### config.mk
export PLATFORM = sky130hd
export DESIGN_NAME = instr_fetch_unit_flat
export DESIGN_NICKNAME = d
export VERILOG_FILES = /design/src/rtl/fetch_pkg.sv /design/src/rtl/instr_fetch_unit_if.sv /design/src/rtl/instr_fetch_unit_fifo.sv /design/src/rtl/instr_fetch_unit.sv /design/src/flat_wrapper.sv
export SDC_FILE = /design/constraint.sdc
export NUM_CORES = 1
export LEC_CHECK = 0
export CAP_MARGIN = 5
export CELL_PAD_IN_SITES_DETAIL_PLACEMENT = 2
export CELL_PAD_IN_SITES_GLOBAL_PLACEMENT = 2
export CORE_AREA = 2 2 191 193
export CTS_BUF_LIST = sky130_fd_sc_hd__clkbuf_8
export CTS_CLUSTER_SIZE = 20
export DETAILED_ROUTE_END_ITERATION = 8
export DIE_AREA = 0 0 193 195
export GPL_TIMING_DRIVEN = 0
export PLACE_DENSITY_LB_ADDON = 0.12
export SLEW_MARGIN = 25
export SYNTH_ARGS = -nofsm -noshare
export SYNTH_HDL_FRONTEND = slang
export SYNTH_HIERARCHICAL = 1
export SYNTH_SLANG_ARGS = --single-unit
### constraint.sdc
create_clock -name clk -period 4.1 [get_ports clk]
set_clock_uncertainty 0.1 [all_clocks]
set_input_delay 0.41 -clock clk [delete_from_list [all_inputs] [get_ports clk]]
set_output_delay 0.41 -clock clk [all_outputs]
set_load 0.02 [all_outputs]
### src/rtl/fetch_pkg.sv
// Shared definitions for the instruction fetch slice.
//   INSTR_BYTES   : bytes per instruction word (pc step per fetch)
//   NOP_INSTR     : canonical RV32 NOP encoding (addi x0, x0, 0)
//   fetch_entry_t : one buffered fetch result {pc, instr} at the default 32-bit width
//   ptr_width()   : pointer width for a power-of-two buffer depth
package fetch_pkg;

    localparam int unsigned INSTR_BYTES = 4;
    localparam logic [31:0] NOP_INSTR   = 32'h0000_0013;

    typedef struct packed {
        logic [31:0] pc;
        logic [31:0] instr;
    } fetch_entry_t;

    function automatic int unsigned ptr_width(input int unsigned depth);
        return (depth > 1) ? $clog2(depth) : 1;
    endfunction

endpackage

### src/rtl/instr_fetch_unit_if.sv
// Bundle of the fetch unit's bus signals.
//   imem_addr / imem_rdata      : instruction memory request / registered response
//   redirect_valid / redirect_pc: branch/jump redirect from the back end
//   out_valid / out_ready       : delivery handshake toward decode
//   out_instr / out_pc          : instruction at buffer head and its address
//   fetch_count                 : instructions delivered since reset
// The master modport is the fetch unit; the slave modport is its environment.
interface instr_fetch_unit_if #(
    parameter int unsigned XLEN = 32
) ();

    logic [XLEN-1:0] imem_addr;
    logic [XLEN-1:0] imem_rdata;
    logic            redirect_valid;
    logic [XLEN-1:0] redirect_pc;
    logic            out_valid;
    logic            out_ready;
    logic [XLEN-1:0] out_instr;
    logic [XLEN-1:0] out_pc;
    logic [31:0]     fetch_count;

    modport master (
        output imem_addr,
        input  imem_rdata,
        input  redirect_valid,
        input  redirect_pc,
        output out_valid,
        input  out_ready,
        output out_instr,
        output out_pc,
        output fetch_count
    );

    modport slave (
        input  imem_addr,
        output imem_rdata,
        output redirect_valid,
        output redirect_pc,
        input  out_valid,
        output out_ready,
        input  out_instr,
        input  out_pc,
        input  fetch_count
    );

endinterface

### src/rtl/instr_fetch_unit_fifo.sv
// fetch_fifo: circular buffer of fetched {pc, instr} entries.
//   clk, rst_n : clock, asynchronous active-low reset
//   flush      : drop all entries (wins over push/pop)
//   push/push_data : write an entry at the tail
//   pop        : drop the head entry
//   head       : entry at the head (meaningful only when count != 0)
//   count      : number of valid entries, 0..DEPTH
module fetch_fifo
    import fetch_pkg::*;
#(
    parameter int unsigned DEPTH = 4,
    parameter type         entry_t = fetch_entry_t
) (
    input  logic                       clk,
    input  logic                       rst_n,
    input  logic                       flush,
    input  logic                       push,
    input  entry_t                     push_data,
    input  logic                       pop,
    output entry_t                     head,
    output logic [$clog2(DEPTH):0]     count
);

    localparam int unsigned PTR_W = $clog2(DEPTH);

    entry_t             mem_q [DEPTH];
    logic [PTR_W-1:0]   wr_ptr_q;
    logic [PTR_W-1:0]   rd_ptr_q;
    logic [PTR_W:0]     count_q;
    logic               do_push;
    logic               do_pop;

    // Guards keep the buffer consistent even if a caller misbehaves; a push into a
    // full buffer is only accepted when the head leaves on the same edge.
    assign do_pop  = pop && (count_q != '0);
    assign do_push = push && ((count_q != (PTR_W + 1)'(DEPTH)) || do_pop);

    always_ff @(posedge clk or negedge rst_n) begin
        if (!rst_n) begin
            wr_ptr_q <= '0;
            rd_ptr_q <= '0;
            count_q  <= '0;
        end else if (flush) begin
            wr_ptr_q <= '0;
            rd_ptr_q <= '0;
            count_q  <= '0;
        end else begin
            if (do_push) wr_ptr_q <= wr_ptr_q + PTR_W'(1);
            if (do_pop)  rd_ptr_q <= rd_ptr_q + PTR_W'(1);
            unique case ({do_push, do_pop})
                2'b10:   count_q <= count_q + (PTR_W + 1)'(1);
                2'b01:   count_q <= count_q - (PTR_W + 1)'(1);
                default: count_q <= count_q;
            endcase
        end
    end

    // Storage needs no reset: entries are only observed while counted valid.
    always_ff @(posedge clk) begin
        if (do_push && !flush) mem_q[wr_ptr_q] <= push_data;
    end

    assign head  = mem_q[rd_ptr_q];
    assign count = count_q;

endmodule

### src/rtl/instr_fetch_unit.sv
// instr_fetch_unit: sequential instruction fetch with a small decoupling buffer.
//   clk, rst_n : clock, asynchronous active-low reset
//   bus        : instr_fetch_unit_if.master (imem request/response, redirect,
//                out_valid/out_ready delivery, fetch_count)
// One fetch may be in flight at a time; memory returns data one edge after the
// address is presented. A fetch is only issued when the buffer has room for it
// counting the word already in flight, so the buffer can never overflow.
module instr_fetch_unit
    import fetch_pkg::*;
#(
    parameter int unsigned     XLEN     = 32,
    parameter logic [XLEN-1:0] RESET_PC = '0,
    parameter int unsigned     DEPTH    = 4
) (
    input  logic                clk,
    input  logic                rst_n,
    instr_fetch_unit_if.master  bus
);

    localparam int unsigned CNT_W = $clog2(DEPTH) + 1;

    typedef struct packed {
        logic [XLEN-1:0] pc;
        logic [XLEN-1:0] instr;
    } entry_t;

    logic [XLEN-1:0]  pc_q;
    logic             inflight_q;
    logic [XLEN-1:0]  inflight_pc_q;
    logic [31:0]      fetch_count_q;

    logic [CNT_W-1:0] count;
    entry_t           head;
    entry_t           push_data;
    logic             out_valid;
    logic             pop;
    logic             push;
    logic             issue;
    logic [CNT_W:0]   occupancy;

    assign out_valid = (count != '0);
    assign pop       = out_valid && bus.out_ready;
    assign push      = inflight_q && !bus.redirect_valid;

    // Entries held after this edge plus the one in flight; pop can only be set
    // when count is non-zero, so this never underflows.
    assign occupancy = {1'b0, count} - (CNT_W + 1)'(pop) + (CNT_W + 1)'(inflight_q);
    assign issue     = !bus.redirect_valid && (occupancy < (CNT_W + 1)'(DEPTH));

    assign push_data.pc    = inflight_pc_q;
    assign push_data.instr = bus.imem_rdata;

    fetch_fifo #(
        .DEPTH   (DEPTH),
        .entry_t (entry_t)
    ) u_fifo (
        .clk       (clk),
        .rst_n     (rst_n),
        .flush     (bus.redirect_valid),
        .push      (push),
        .push_data (push_data),
        .pop       (pop && !bus.redirect_valid),
        .head      (head),
        .count     (count)
    );

    always_ff @(posedge clk or negedge rst_n) begin
        if (!rst_n) begin
            pc_q          <= RESET_PC;
            inflight_q    <= 1'b0;
            inflight_pc_q <= '0;
            fetch_count_q <= '0;
        end else if (bus.redirect_valid) begin
            // The returning word (if any) belongs to the old path and is dropped.
            pc_q       <= {bus.redirect_pc[XLEN-1:2], 2'b00};
            inflight_q <= 1'b0;
        end else begin
            if (issue) begin
                pc_q          <= pc_q + XLEN'(INSTR_BYTES);
                inflight_pc_q <= pc_q;
                inflight_q    <= 1'b1;
            end else if (push) begin
                inflight_q <= 1'b0;
            end
            if (pop) fetch_count_q <= fetch_count_q + 32'd1;
        end
    end

    assign bus.imem_addr   = pc_q;
    assign bus.out_valid   = out_valid;
    assign bus.out_instr   = out_valid ? head.instr : '0;
    assign bus.out_pc      = out_valid ? head.pc : '0;
    assign bus.fetch_count = fetch_count_q;

endmodule

### src/flat_wrapper.sv
// flat-port wrapper written by rule: the top's interface ports become plain ports
module instr_fetch_unit_flat import fetch_pkg::*;
#(
    parameter int unsigned     XLEN     = 32,
    parameter logic [XLEN-1:0] RESET_PC = '0,
    parameter int unsigned     DEPTH    = 4
)
  (clk, rst_n, bus_imem_addr, bus_imem_rdata, bus_redirect_valid, bus_redirect_pc, bus_out_valid, bus_out_ready, bus_out_instr, bus_out_pc, bus_fetch_count);
  instr_fetch_unit_if #(.XLEN(XLEN)) bus_i ();
  input  logic clk;
  input  logic rst_n;
  output wire logic [$bits(bus_i.imem_addr)-1:0] bus_imem_addr;
  input wire logic [$bits(bus_i.imem_rdata)-1:0] bus_imem_rdata;
  input wire logic [$bits(bus_i.redirect_valid)-1:0] bus_redirect_valid;
  input wire logic [$bits(bus_i.redirect_pc)-1:0] bus_redirect_pc;
  output wire logic [$bits(bus_i.out_valid)-1:0] bus_out_valid;
  input wire logic [$bits(bus_i.out_ready)-1:0] bus_out_ready;
  output wire logic [$bits(bus_i.out_instr)-1:0] bus_out_instr;
  output wire logic [$bits(bus_i.out_pc)-1:0] bus_out_pc;
  output wire logic [$bits(bus_i.fetch_count)-1:0] bus_fetch_count;
  assign bus_imem_addr = bus_i.imem_addr;
  assign bus_i.imem_rdata = bus_imem_rdata;
  assign bus_i.redirect_valid = bus_redirect_valid;
  assign bus_i.redirect_pc = bus_redirect_pc;
  assign bus_out_valid = bus_i.out_valid;
  assign bus_i.out_ready = bus_out_ready;
  assign bus_out_instr = bus_i.out_instr;
  assign bus_out_pc = bus_i.out_pc;
  assign bus_fetch_count = bus_i.fetch_count;
  instr_fetch_unit #(.XLEN(XLEN), .RESET_PC(RESET_PC), .DEPTH(DEPTH)) u_core (.clk(clk), .rst_n(rst_n), .bus(bus_i));
endmodule
Word-level counts from Yosys, hierarchy flattened
Memory sizes are Yosys's and may differ from the RTL's.
Index checks and enable logic that the tools add are counted.
{"block": "totals", "mem_count": 1, "ramBits": 256, "wordCells": 53, "ff_bits": 104, "out_inout_bits": 129}
{"block": "classes", "n_mux": 15, "order_cmp": 1, "bitwise": 1, "eq_ne": 3, "n_reduce_logical": 17, "addsub": 8}
{"name": "u_core.u_fifo.mem_q", "words": 4, "word_bits": 64, "read_ports": 1, "rd_clocked_by_memory_dff": 0, "wr": 1, "line": "instr_fetch_unit_fifo.sv:26", "source": "entry_t mem_q [DEPTH];"}
{"op": "32-bit 2-to-1 mux", "count": 4}
{"op": "32-bit by 1-bit adder with 32-bit output (second input constant)", "count": 1}
{"op": "32-bit by 3-bit adder with 32-bit output (second input constant)", "count": 1}
{"op": "3-bit nonzero test", "count": 3}
{"op": "2-bit 2-to-1 mux", "count": 4}
{"op": "1-bit logical AND", "count": 7}
{"op": "3-bit one-hot mux with 2 select lines", "count": 1}
{"op": "2-bit nonzero test", "count": 3}
{"op": "1-bit 2-to-1 mux", "count": 5}
{"op": "2-bit by 1-bit adder with 2-bit output (second input constant)", "count": 2}
{"op": "4-bit by 1-bit adder with 4-bit output", "count": 1}
{"op": "4-bit by 3-bit < comparator with 1-bit output (second input constant)", "count": 1}
{"op": "2-bit AND reduction", "count": 2}
{"op": "3-bit by 1-bit subtractor with 4-bit output", "count": 1}
{"op": "3-bit by 1-bit adder with 3-bit output (second input constant)", "count": 1}
{"op": "3-bit 2-to-1 mux", "count": 1}
{"op": "3-bit != test (second input constant)", "count": 1}
{"op": "3-bit by 1-bit subtractor with 3-bit output (second input constant)", "count": 1}
{"op": "2-bit by 1-bit == test with 1-bit output (second input constant)", "count": 1}
{"op": "2-bit == test (second input constant)", "count": 1}
{"op": "1-bit logical NOT", "count": 1}
{"op": "1-bit logical OR", "count": 1}
{"op": "1-bit NOT", "count": 1}

Logic depth before layout (Yosys ltp)
Gate-level depths: netlist of run 1.
{"block": "depth", "depth_word": 9, "depth_mapped": 14}

Cells and area by module
The synthesis of run 1 kept the hierarchy.
{"mod": "fetch_fifo", "area_each_um2": 9811.9, "n_inst": 1, "cells_each": 397}
{"mod": "instr_fetch_unit", "area_each_um2": 4909.7, "n_inst": 1, "cells_each": 491}

Worst setup path after synthesis of run 1
Ideal clock, no wire load.
{"block": "synth_timing", "path_kind": "reg-to-reg", "start": "reg u_core.u_fifo.count_q[1] (netlist: u_core/u_fifo/count[1])", "end": "mem u_core/u_fifo/mem_q[0][0] in the netlist's numbering, enable pin", "slack_ns": 0.445, "arrival_ns": 3.127, "path_stages_with_launch": 8, "t_required_ns": 3.571, "path_cell_list": "dfrtp_1 -> or3_1 -> clkbuf_1 -> and3_1 -> clkbuf_1 -> nor4b_4 -> nor3_1 -> and2_1"}
{"block": "synth_via", "elab_chain_cells": 9}
{"item": "start: declaration", "line": "instr_fetch_unit_fifo.sv:29", "source": "logic [PTR_W:0] count_q;"}
{"item": "start signal: assignment", "line": "instr_fetch_unit_fifo.sv:51", "source": "2'b10: count_q <= count_q + (PTR_W + 1)'(1);"}
{"item": "start signal: assignment", "line": "instr_fetch_unit_fifo.sv:52", "source": "2'b01: count_q <= count_q - (PTR_W + 1)'(1);"}
{"item": "start signal: assignment", "line": "instr_fetch_unit_fifo.sv:53", "source": "default: count_q <= count_q;"}
{"item": "3-bit nonzero test", "line": "instr_fetch_unit_fifo.sv:35, instr_fetch_unit.sv:41"}
{"item": "1-bit logical AND", "line": "instr_fetch_unit.sv:42", "source": "assign pop = out_valid && bus.out_ready;"}
{"item": "1-bit logical AND", "line": "instr_fetch_unit.sv:62", "source": ".pop (pop && !bus.redirect_valid),"}
{"item": "1-bit logical AND", "line": "instr_fetch_unit_fifo.sv:35", "source": "assign do_pop = pop && (count_q != '0);"}
{"item": "1-bit logical OR *", "line": "instr_fetch_unit_fifo.sv:36", "source": "assign do_push = push && ((count_q != (PTR_W + 1)'(DEPTH)) || do_pop);"}
{"item": "1-bit logical AND *", "line": "instr_fetch_unit_fifo.sv:36"}
{"item": "1-bit logical AND *", "line": "instr_fetch_unit_fifo.sv:60", "source": "if (do_push && !flush) mem_q[wr_ptr_q] <= push_data;"}
{"item": "1-bit 2-to-1 mux *", "line": "instr_fetch_unit_fifo.sv:60"}
{"item": "1-bit 2-to-1 mux (implied by the code) *", "line": "instr_fetch_unit_fifo.sv:60"}
{"item": "end: declaration", "line": "instr_fetch_unit_fifo.sv:26"}
Every way passes the cells marked *; elsewhere a longest branch is shown, timed or not.

Final worst setup path of run 1
{"block": "layout_timing", "start": "reg u_core.u_fifo.count_q[1] (netlist: u_core/u_fifo/count[1])", "end": "reg u_core.pc_q[12] (netlist: u_core/bus.imem_addr[12])"}
{"block": "layout_via", "elab_chain_cells": 7}
{"item": "3-bit nonzero test", "line": "instr_fetch_unit.sv:41", "source": "assign out_valid = (count != '0);"}
{"item": "1-bit logical AND", "line": "instr_fetch_unit.sv:42"}
{"item": "3-bit by 1-bit subtractor with 4-bit output *", "line": "instr_fetch_unit.sv:47", "source": "assign occupancy = {1'b0, count} - (CNT_W + 1)'(pop) + (CNT_W + 1)'(inflight_q);"}
{"item": "4-bit by 1-bit adder with 4-bit output *", "line": "instr_fetch_unit.sv:47"}
{"item": "4-bit by 3-bit < comparator with 1-bit output *", "line": "instr_fetch_unit.sv:48", "source": "assign issue = !bus.redirect_valid && (occupancy < (CNT_W + 1)'(DEPTH));"}
{"item": "1-bit logical AND *", "line": "instr_fetch_unit.sv:48"}
{"item": "2-bit nonzero test (no source line) *"}
{"item": "end signal: assignment", "line": "instr_fetch_unit.sv:75", "source": "pc_q <= {bus.redirect_pc[XLEN-1:2], 2'b00};"}
{"item": "end signal: assignment", "line": "instr_fetch_unit.sv:79", "source": "pc_q <= pc_q + XLEN'(INSTR_BYTES);"}
{"item": "end: declaration", "line": "instr_fetch_unit.sv:27", "source": "logic [XLEN-1:0] pc_q;"}
Marks and branches as above.
A chain may end at the register's enable or synchronous reset.

==> results of run 1 <==
worst max-delay path by stage:
| stage | from | endpoint | depth (start not counted) |
|---|---|---|---|
| final | u_core/u_fifo/count[1] | u_core/bus.imem_addr[12] | 12 |
| after global routing | u_core/u_fifo/count[1] | u_core/inflight_pc_q[30] | 12 |
| after CTS | u_core/u_fifo/count[1] | bus_out_pc[8] | 5 |
| after floorplan | u_core/u_fifo/count[1] | u_core/u_fifo/mem_q[0][0] | 7 |
| after detailed placement | u_core/u_fifo/count[1] | u_core/inflight_pc_q[9] | 13 |
| after global placement | rst_n | u_core/inflight_pc_q[12] | 1 |
state kept, by name, summed over array words and instances, names as in the netlist:
signal	flops
u_core/bus.fetch_count	32
u_core/bus.imem_addr	30
u_core/inflight_pc_q	30
u_core/inflight_q	1
u_core/u_fifo/count	3
u_core/u_fifo/mem_q	256
u_core/u_fifo/rd_ptr_q	2
u_core/u_fifo/wr_ptr_q	2
worst reg2reg max path: stages, from the launching register on:
cell	delay [ns]
dfrtp_1	0.53
or3_4	0.55
clkbuf_2	0.32
and2_1	0.27
ha_1	0.18
inv_1	0.05
ha_1	0.18
xnor2_1	0.13
o22ai_1	0.12
a21oi_2	0.29
clkbuf_1	0.50
o21ai_0	0.25
a31oi_1	0.26
final cells by class:
class                   instances  area, um2  area share
well taps                     461        577      0.0310
clock inverters                47        302      0.0162
inverters                      19       71.3     0.00383
repair buffers                199       2080       0.112
plain buffers                  45        256      0.0138
diodes                          1       2.50    0.000134
multi-input cells             476       4250       0.228
clock buffers                  65        895      0.0480
flip-flops and latches        356      10200       0.547
what timing repair did:
| item | 4_1_cts | 5_1_grt |
|---|---|---|
| hold buffers | 1 | 0 |
| setup buffers | 0 | 0 |
| endpoints found under the hold margin | 79 | 0 |
| setup endpoints to repair | 83 | 0 |
| resized for setup | 3 | 0 |
cell families after synthesis:
group                      after synthesis  share of synthesized area
other                                    1                   0.000255
muxes                                   98                      0.124
buffers and inverters                   65                     0.0224
DFF                                    356                      0.692
and+or+nand+nor                        247                     0.0969
adders and majority gates               11                    0.00986
xor gates and xnor gates                35                     0.0208
AOI/OAI and AO/OA                       75                     0.0339
report_power, final:
group / internal [mW] / switching [mW] / leakage, nW / total, mW
clock network: 1.71 / 1.44 / 0.689 / 3.15
registers: 4.29 / 0.300 / 3.52 / 4.59
logic: 0.737 / 0.899 / 2.37 / 1.64
synthesized netlist by cell type, drive strengths merged, types with 3 or more instances:
master  instances  area [um2]
a21oi           3        18.8
a31oi          26         163
and2           71         444
and3           13        81.3
and4            3        26.3
buf            25         179
clkbuf         21        78.8
dfrtp         100        2500
edfxtp        256        7690
ha             10         125
inv            18        67.6
mux2           32         360
mux4           64        1440
nand2          22        82.6
nand2b          6        37.5
nand3          22         110
nand4          16         113
nor2           42         158
nor3           10        55.1
nor4            3        18.8
o211ai          4        30.0
o21ai          15        75.1
o31ai          14         105
or3            12        75.1
or4            15         113
xnor2          18         158
xor2           17         149
per-layer routing:
metal,wire [um],global-route usage
met1,17500,0.299
met2,20400,0.368
met3,2080,0.0473
met4,783,0.0564
met5,26,0
through the flow:
| step | instance area [um2] | util | power [mW] | worst slack (ns) | cells |
|---|---|---|---|---|---|
| 6_report | 18600 | 0.526 | 9.37 | 0.294 | 1669 |
| 5_1_grt | 18600 | 0.526 | 9.78 | 0.0399 | 1668 |
| 4_1_cts | 18600 | 0.526 | 9.50 | 0.165 | 1668 |
| 3_5_place_dp | 17400 | 0.492 | 6.31 | -0.487 | 1556 |
| 3_3_place_gp | 17300 | 0.487 | 6.22 | -1.83 | 1550 |
| 2_1_floorplan | 14800 | - | 5.43 | 0.445 | 897 |
==> impl_metrics.csv, run 1 <==
group,metric,value,unit
run_status,outcome,"finished clean",
worst_setup_path,cp_num_buf_inv,3,
worst_setup_path,r2r_start,"u_core/u_fifo/count[1]",
routing,vias,9033,
floorplanning,core_area,35400,um2
finish,final_common_cell,"edfxtp_1",
logic_synthesis,synth-seq-area-share,0.692,
logic_synthesis,synthFlopType,"edfxtp_1",
finish,drive_gt1_frac,0.183,
grt,grt_start_max_net_pins,66,
timing,max_freq,0.263,GHz
timing,rsz0062_at_grt,"no",
placed_design,routabilityCongestion,0.751,
routing,drt-total-wl,40800,um
worst_setup_path,crit_top_cell,"ha_1",
grt,overflow,0,
floorplanning,fp.dieH,195,um
cts,path_clk_slew,0.06,ns
floorplanning,dieArea,37600,um2
timing,finalSetupTns,0,ns
cts,cts_sinks,356,
timing,max_slew.worst_pin.slew,0.748,ns
grt,grt_first_pass_wirelength,62200,um
grt,antenna_found_initial,2,
routing,first_iter_violations,414,
logic_synthesis,synthCells,888,
worst_setup_path,critPathMaxFanout,11,
finish,layout_common_cells,"edfxtp_1 (256), clkdlybuf4s50_1 (191), dfrtp_1 (100), and2_1 (67), clkbuf_8 (65)",
worst_setup_path,slowest_stage,"or3_4",
worst_setup_path,worst-setup-path-type,"reg -> reg",
power,p_leak,6.57,nW
timing,slew-limit-headroom,0.501,
grt,grtUsageTotal,0.222,
timing,setup_viol,0,
worst_setup_path,ff2ff_setup_slack,0.29,ns
finish,area_delta_synth_final,26.5,%
timing,final_max_slew_viol_count,0,
worst_setup_path,slowest_delay,0.55,ns
cts,clk_latency,0.62,ns
worst_setup_path,cp_cell_sequence,"or3_4 > clkbuf_2 > and2_1 > ha_1 > inv_1 > ha_1 > xnor2_1 > o22ai_1 > a21oi_2 > clkbuf_1 > o21ai_0 > a31oi_1",
finish,num-nets-final,1235,
grt,grt_pass1_vias,10000,
logic_synthesis,syn_area,14700,um2
timing,hold_ws,0.171,ns
timing,period_share,0.928,
logic_synthesis,synth-edff-count,256,
routing,drc,0,
min_path,hold_path.class,"in -> async",
cts,cts_root_buffer,"clkbuf_8",
logic_synthesis,synth_cell_types,55,
floorplanning,die_w,193,um
worst_setup_path,crit_family,"compound AO/OA/AOI/OAI gates",
logic_synthesis,synthArstFlopShare,0.281,
worst_setup_path,r2r_end,"u_core/bus.imem_addr[12]",
routing,dr.pass1.iters,5,
cts,cts_buffers,59,
worst_setup_path,arrival,4.23,ns
worst_setup_path,required,4.52,ns
cts,cts_max_path_buffers,3,
floorplanning,num_rows,69,
placed_design,dp_hpwl,26600,um
floorplanning,io_pins,197,
worst_setup_path,worstSetupEndpointType,"flop",
routing,postRouteAntennaNets,0,
worst_setup_path,r2r_cells,12,
placed_design,portBuffers,192,
routing,vias_per_cell,5.41,
finish,fill_cells,3274,
logic_synthesis,yosys_warnings,6,
cts,h-tree-depth,2,
cts,cts_tree,"built",
floorplanning,initial_core_util,0.416,
power,peakVddDrop,0.277,mV
timing,hold_violations,0,
logic_synthesis,avgSynthCellArea,16.6,um2
power,power_density,503,nW/um2
worst_setup_path,cp-start-kind,"flop",
timing,fin_crit,3.81,ns
routing,routedWlPerCell,24.4,um
logic_synthesis,ys_seq_elements,356,
flow_run,cap_violations,0,
No activity file was read; power rests on OpenSTA's default activity.
==> run 2, diff against run 1 <==
--- a/config.mk
+++ b/config.mk
@@ -10,7 +10,6 @@
 export CELL_PAD_IN_SITES_GLOBAL_PLACEMENT = 2
 export CORE_AREA = 2 2 191 193
 export CTS_BUF_LIST = sky130_fd_sc_hd__clkbuf_8
-export CTS_CLUSTER_SIZE = 20
 export DETAILED_ROUTE_END_ITERATION = 8
 export DIE_AREA = 0 0 193 195
 export GPL_TIMING_DRIVEN = 0
==> run 2 against run 1 <==
Net effect: final cell count is 0.18% lower; total power increased by 1.3%; sequential power about the same; critical path type unchanged; largest power group unchanged.
==> impl_metrics.csv, run 2 (synthesized netlist as in run 1, its figures left out) <==
group,metric,value,unit
cts,cts_max_path_buffers,3,
timing,hold_violations,0,
cts,path_clk_slew,0.07,ns
worst_setup_path,cp-start-kind,"flop",
routing,routedWlPerCell,24.4,um
finish,num-nets-final,1235,
routing,first_iter_violations,424,
timing,period_share,0.937,
placed_design,portBuffers,192,
floorplanning,die_w,193,um
routing,drt-total-wl,40600,um
cts,cts_sinks,356,
worst_setup_path,r2r_start,"u_core/u_fifo/count[1]",
grt,grt_first_pass_wirelength,62100,um
floorplanning,dieArea,37600,um2
worst_setup_path,critPathMaxFanout,11,
cts,cts_buffers,59,
cts,clk_latency,0.60,ns
routing,vias,9014,
run_status,outcome,"finished clean",
power,power_density,509,nW/um2
placed_design,place_area,17400,um2
finish,drive_gt1_frac,0.185,
finish,diodes,0,
timing,max_freq,0.260,GHz
finish,area_delta_synth_final,26.8,%
cts,post_cts_buffers,0,
grt,antenna_found_initial,2,
grt,grtUsageTotal,0.221,
worst_setup_path,r2r_end,"u_core/bus.imem_addr[12]",
timing,finalSetupTns,0,ns
finish,largest_register_ffs,256,
floorplanning,initial_core_util,0.416,
routing,drc,0,
timing,slew-limit-headroom,0.504,
finish,largest-register,"u_core/u_fifo/mem_q",
worst_setup_path,worstSetupEndpointType,"flop",
floorplanning,fp.dieH,195,um
finish,stdcell_count,1666,
power,peakVddDrop,0.309,mV
worst_setup_path,r2r_cells,12,
routing,postRouteAntennaNets,0,
cts,h-tree-depth,2,
power,p_total,9.49,mW
floorplanning,io_pins,197,
finish,fill_cells,3280,
finish,layout_common_cells,"edfxtp_1 (256), clkdlybuf4s50_1 (191), dfrtp_1 (100), and2_1 (67)",
timing,rsz0062_at_grt,"no",
floorplanning,num_rows,69,
worst_setup_path,arrival,4.25,ns
worst_setup_path,required,4.51,ns
grt,grt_pass1_vias,10000,
timing,fin_crit,3.84,ns
cts,cts_tree,"built",
timing,max_slew.worst_pin.slew,0.743,ns
finish,final_area,18700,um2
routing,vias_per_cell,5.41,
placed_design,dp_cells,1556,
placed_design,post-place-ws,-0.487,ns
placed_design,routabilityCongestion,0.751,
finish,final_common_cell,"edfxtp_1",
flow_run,cap_violations,0,
routing,dr.pass1.iters,5,
grt,grt_start_max_net_pins,66,
timing,hold_ws,0.202,ns
timing,layout_setup_ws,0.260,ns
grt,overflow,0,
placed_design,dp_hpwl,26600,um
floorplanning,core_area,35400,um2
cts,cts_root_buffer,"clkbuf_8",
power,p_leak,6.57,nW
min_path,hold_path.class,"in -> async",
timing,final_max_slew_viol_count,0,
worst_setup_path,worst-setup-path-type,"reg -> reg",
worst_setup_path,ff2ff_setup_slack,0.26,ns
finish,final_util,0.527,
timing,setup_viol,0,
run 2: cell types whose count changed in the layout (fill, tap and decap cells not counted), sizes merged:
| cell | before | now |
|---|---|---|
| clkbuf | 85 | 84 |
| diode | 1 | 0 |
| inv | 39 | 33 |
| bufinv | 4 | 6 |
| clkinv | 22 | 25 |
run 2: worst max-delay path, stage by stage (launching register included):
cell and delay (ns):
dfrtp_1 0.54, or3_4 0.55, clkbuf_2 0.32, and2_1 0.27, ha_1 0.18, inv_1 0.05, ha_1 0.18, xnor2_1 0.13
o22ai_1 0.12, a21oi_2 0.29, clkbuf_1 0.52, o21ai_0 0.25, a31oi_1 0.25
run 2: cell type report:
type	count	area, um2	area share
flip-flops and latches	356	10200	0.546
multi-input cells	476	4250	0.228
repair buffers	199	2080	0.112
clock buffers	64	881	0.0472
well taps	461	577	0.0309
clock inverters	46	354	0.0190
plain buffers	45	256	0.0137
inverters	19	71.3	0.00382
run 2: per-layer routing:
layer,up-vias,part of all wire,GRT usage
met4,4,0.019,0.0539
met3,74,0.057,0.0474
met5,-,0.00064,0
met1,4704,0.43,0.302
li1,3978,-,-
met2,254,0.49,0.361
run 2: how the worst max path moves through the flow:
stage                                 startpoint  slack (ns)                        end  cells past startpoint
after floorplan           u_core/u_fifo/count[1]        0.44  u_core/u_fifo/mem_q[0][0]                      7
after global placement                     rst_n       -1.83   u_core/inflight_pc_q[12]                      1
after detailed placement  u_core/u_fifo/count[1]       -0.49    u_core/inflight_pc_q[9]                     13
after CTS                 u_core/u_fifo/count[1]        0.19              bus_out_pc[8]                      5
after global routing      u_core/u_fifo/count[1]        0.03   u_core/inflight_pc_q[30]                     12
final                     u_core/u_fifo/count[1]        0.26   u_core/bus.imem_addr[12]                     12
run 2: where the power goes:
group          leakage, nW  switching, mW  internal (mW)
Clock                0.687           1.45           1.82
Sequential            3.52          0.300           4.29
Combinational         2.37          0.902          0.737
Total                 6.57           2.65           6.84
run 2: what timing repair did:
item,in CTS,in global routing
hold buffers,1,0
endpoints found under the hold margin,35,0
endpoints found under the setup margin,81,0
resized for setup,3,0
==> run 3, diff against run 2 <==
--- a/config.mk
+++ b/config.mk
@@ -13,6 +13,7 @@
 export DETAILED_ROUTE_END_ITERATION = 8
 export DIE_AREA = 0 0 193 195
 export GPL_TIMING_DRIVEN = 0
+export MAX_ROUTING_LAYER = met4
 export PLACE_DENSITY_LB_ADDON = 0.12
 export SLEW_MARGIN = 25
 export SYNTH_ARGS = -nofsm -noshare
==> run 3 against run 2 <==
Net effect: sequential power about the same; wire length is 0.19% higher; maximum frequency rose by 0.36%; die area stayed put; non-clock buffer count stayed put; critical path type unchanged; critical endpoint unchanged; highest routed layer is now met4.
==> impl_metrics.csv, run 3 (synthesized netlist as in run 1, its figures left out) <==
group,metric,value,unit
placed_design,place_area,17400,um2
timing,final_max_slew_viol_count,0,
routing,drc,0,
finish,multiInputGateArea,4250,um2
grt,gr-usage-met3,0.0462,
worst_setup_path,worstSetupEndpointType,"flop",
cts,clk_latency,0.61,ns
placed_design,dp_cells,1556,
grt,overflow,0,
cts,cts_buffers,59,
finish,stdcell_count,1669,
finish,largest_register_ffs,256,
placed_design,dp_hpwl,26600,um
worst_setup_path,critPathMaxFanout,11,
routing,first_iter_violations,483,
routing,routedWlPerCell,24.4,um
timing,setup_viol,0,
finish,drive_gt1_frac,0.185,
routing,vias_per_cell,5.41,
grt,antenna_found_initial,2,
routing,drt-total-wl,40700,um
finish,final_common_cell,"edfxtp_1",
min_path,hold_path.class,"in -> async",
cts,cts_root_buffer,"clkbuf_8",
finish,num-nets-final,1235,
grt,met1_usage,0.303,
floorplanning,dieArea,37600,um2
floorplanning,io_pins,197,
finish,final_area,18700,um2
placed_design,portBuffers,192,
worst_setup_path,worst-setup-path-type,"reg -> reg",
floorplanning,initial_core_util,0.416,
power,power_density,508,nW/um2
grt,grt_use_met2,0.361,
routing,vias,9025,
floorplanning,core_area,35400,um2
finish,ff_latch_area,10200,um2
cts,cts_tree,"built",
timing,period_share,0.933,
timing,hold_violations,0,
grt,grtUsageTotal,0.228,
power,p_total,9.49,mW
floorplanning,fp.dieH,195,um
routing,dr.pass1.iters,5,
run_status,outcome,"finished clean",
power,p_leak,6.57,nW
timing,rsz0062_at_grt,"no",
power,peakVddDrop,0.308,mV
grt,grt_pass1_vias,10000,
placed_design,routabilityCongestion,0.761,
timing,layout_setup_ws,0.274,ns
finish,final_util,0.528,
flow_run,cap_violations,0,
timing,finalSetupTns,0,ns
grt,grt_start_max_net_pins,66,
floorplanning,die_w,193,um
cts,cts_max_path_buffers,3,
finish,layout_common_cells,"edfxtp_1 (256), clkdlybuf4s50_1 (191), dfrtp_1 (100), and2_1 (67)",
placed_design,post-place-ws,-0.487,ns
routing,postRouteAntennaNets,0,
cts,h-tree-depth,2,
timing,hold_ws,0.205,ns
floorplanning,num_rows,69,
cts,path_clk_slew,0.07,ns
finish,area_delta_synth_final,26.8,%
worst_setup_path,arrival,4.23,ns
grt,top_usage_layer,"met2",
cts,cts_sinks,356,
timing,fin_crit,3.83,ns
timing,slew-limit-headroom,0.508,
worst_setup_path,required,4.51,ns
worst_setup_path,cp-start-kind,"flop",
finish,fill_cells,3282,
timing,max_freq,0.261,GHz
finish,largest-register,"u_core/u_fifo/mem_q",
grt,grt_first_pass_wirelength,62100,um
timing,max_slew.worst_pin.slew,0.739,ns
[run 3: cell types whose count changed in the layout (fill, tap and decap cells not counted)]
cell | previous run | this run
diode_2 | 0 | 3
[run 3: worst paths after layout]
kind | from | endpoint | slack, ns | cells after the start
min reg2reg | u_core/bus.fetch_count[21] | u_core/bus.fetch_count[21] | 0.39 | 1
min in group clk | bus_redirect_pc[2] | u_core/bus.imem_addr[2] | 0.28 | 3
min | rst_n | u_core/bus.fetch_count[25] | 0.20 | 2
max | u_core/u_fifo/count[1] | u_core/bus.imem_addr[12] | 0.27 | 12
max in group asynchronous | rst_n | u_core/inflight_pc_q[21] | 3.00 | 3
max reg2reg | u_core/u_fifo/count[1] | u_core/bus.imem_addr[12] | 0.27 | 12
[run 3: what timing repair did]
item                       4_1_cts  5_1_grt
hold buffers                     1        0
resized for setup                3        0
hold endpoints to repair        35        0
setup buffers                    0        0
setup endpoints to repair       81        0
[run 3: critical path: stages, from the launching register on]
cell and delay, ns:
dfrtp_1 0.54, or3_4 0.55, clkbuf_2 0.31, and2_1 0.27
ha_1 0.18, inv_1 0.05, ha_1 0.18, xnor2_1 0.13
o22ai_1 0.12, a21oi_2 0.28, clkbuf_1 0.51, o21ai_0 0.25
a31oi_1 0.26
[run 3: cell type report]
type | instances | area share
Antenna cell | 3 | 0.000402
Buffer | 45 | 0.0137
Clock buffer | 64 | 0.0472
Clock inverter | 46 | 0.0190
Inverter | 19 | 0.00382
Multi-Input combinational cell | 476 | 0.228
Sequential cell | 356 | 0.546
Tap cell | 461 | 0.0309
Timing Repair Buffer | 199 | 0.112
[run 3: where the power goes]
part	internal (mW)	switching, mW	total (mW)
Clock	1.82	1.45	3.27
Sequential	4.29	0.300	4.59
Combinational	0.737	0.897	1.63
Total	6.84	2.65	9.49
[run 3: per-layer routing]
metal  share of wire  routed length [um]  up-vias
met3           0.050                2030       65
li1                -                   -     3975
met1            0.43               17600     4743
met2            0.50               20400      242
met4           0.018                 721        0
met5               0                   0        -
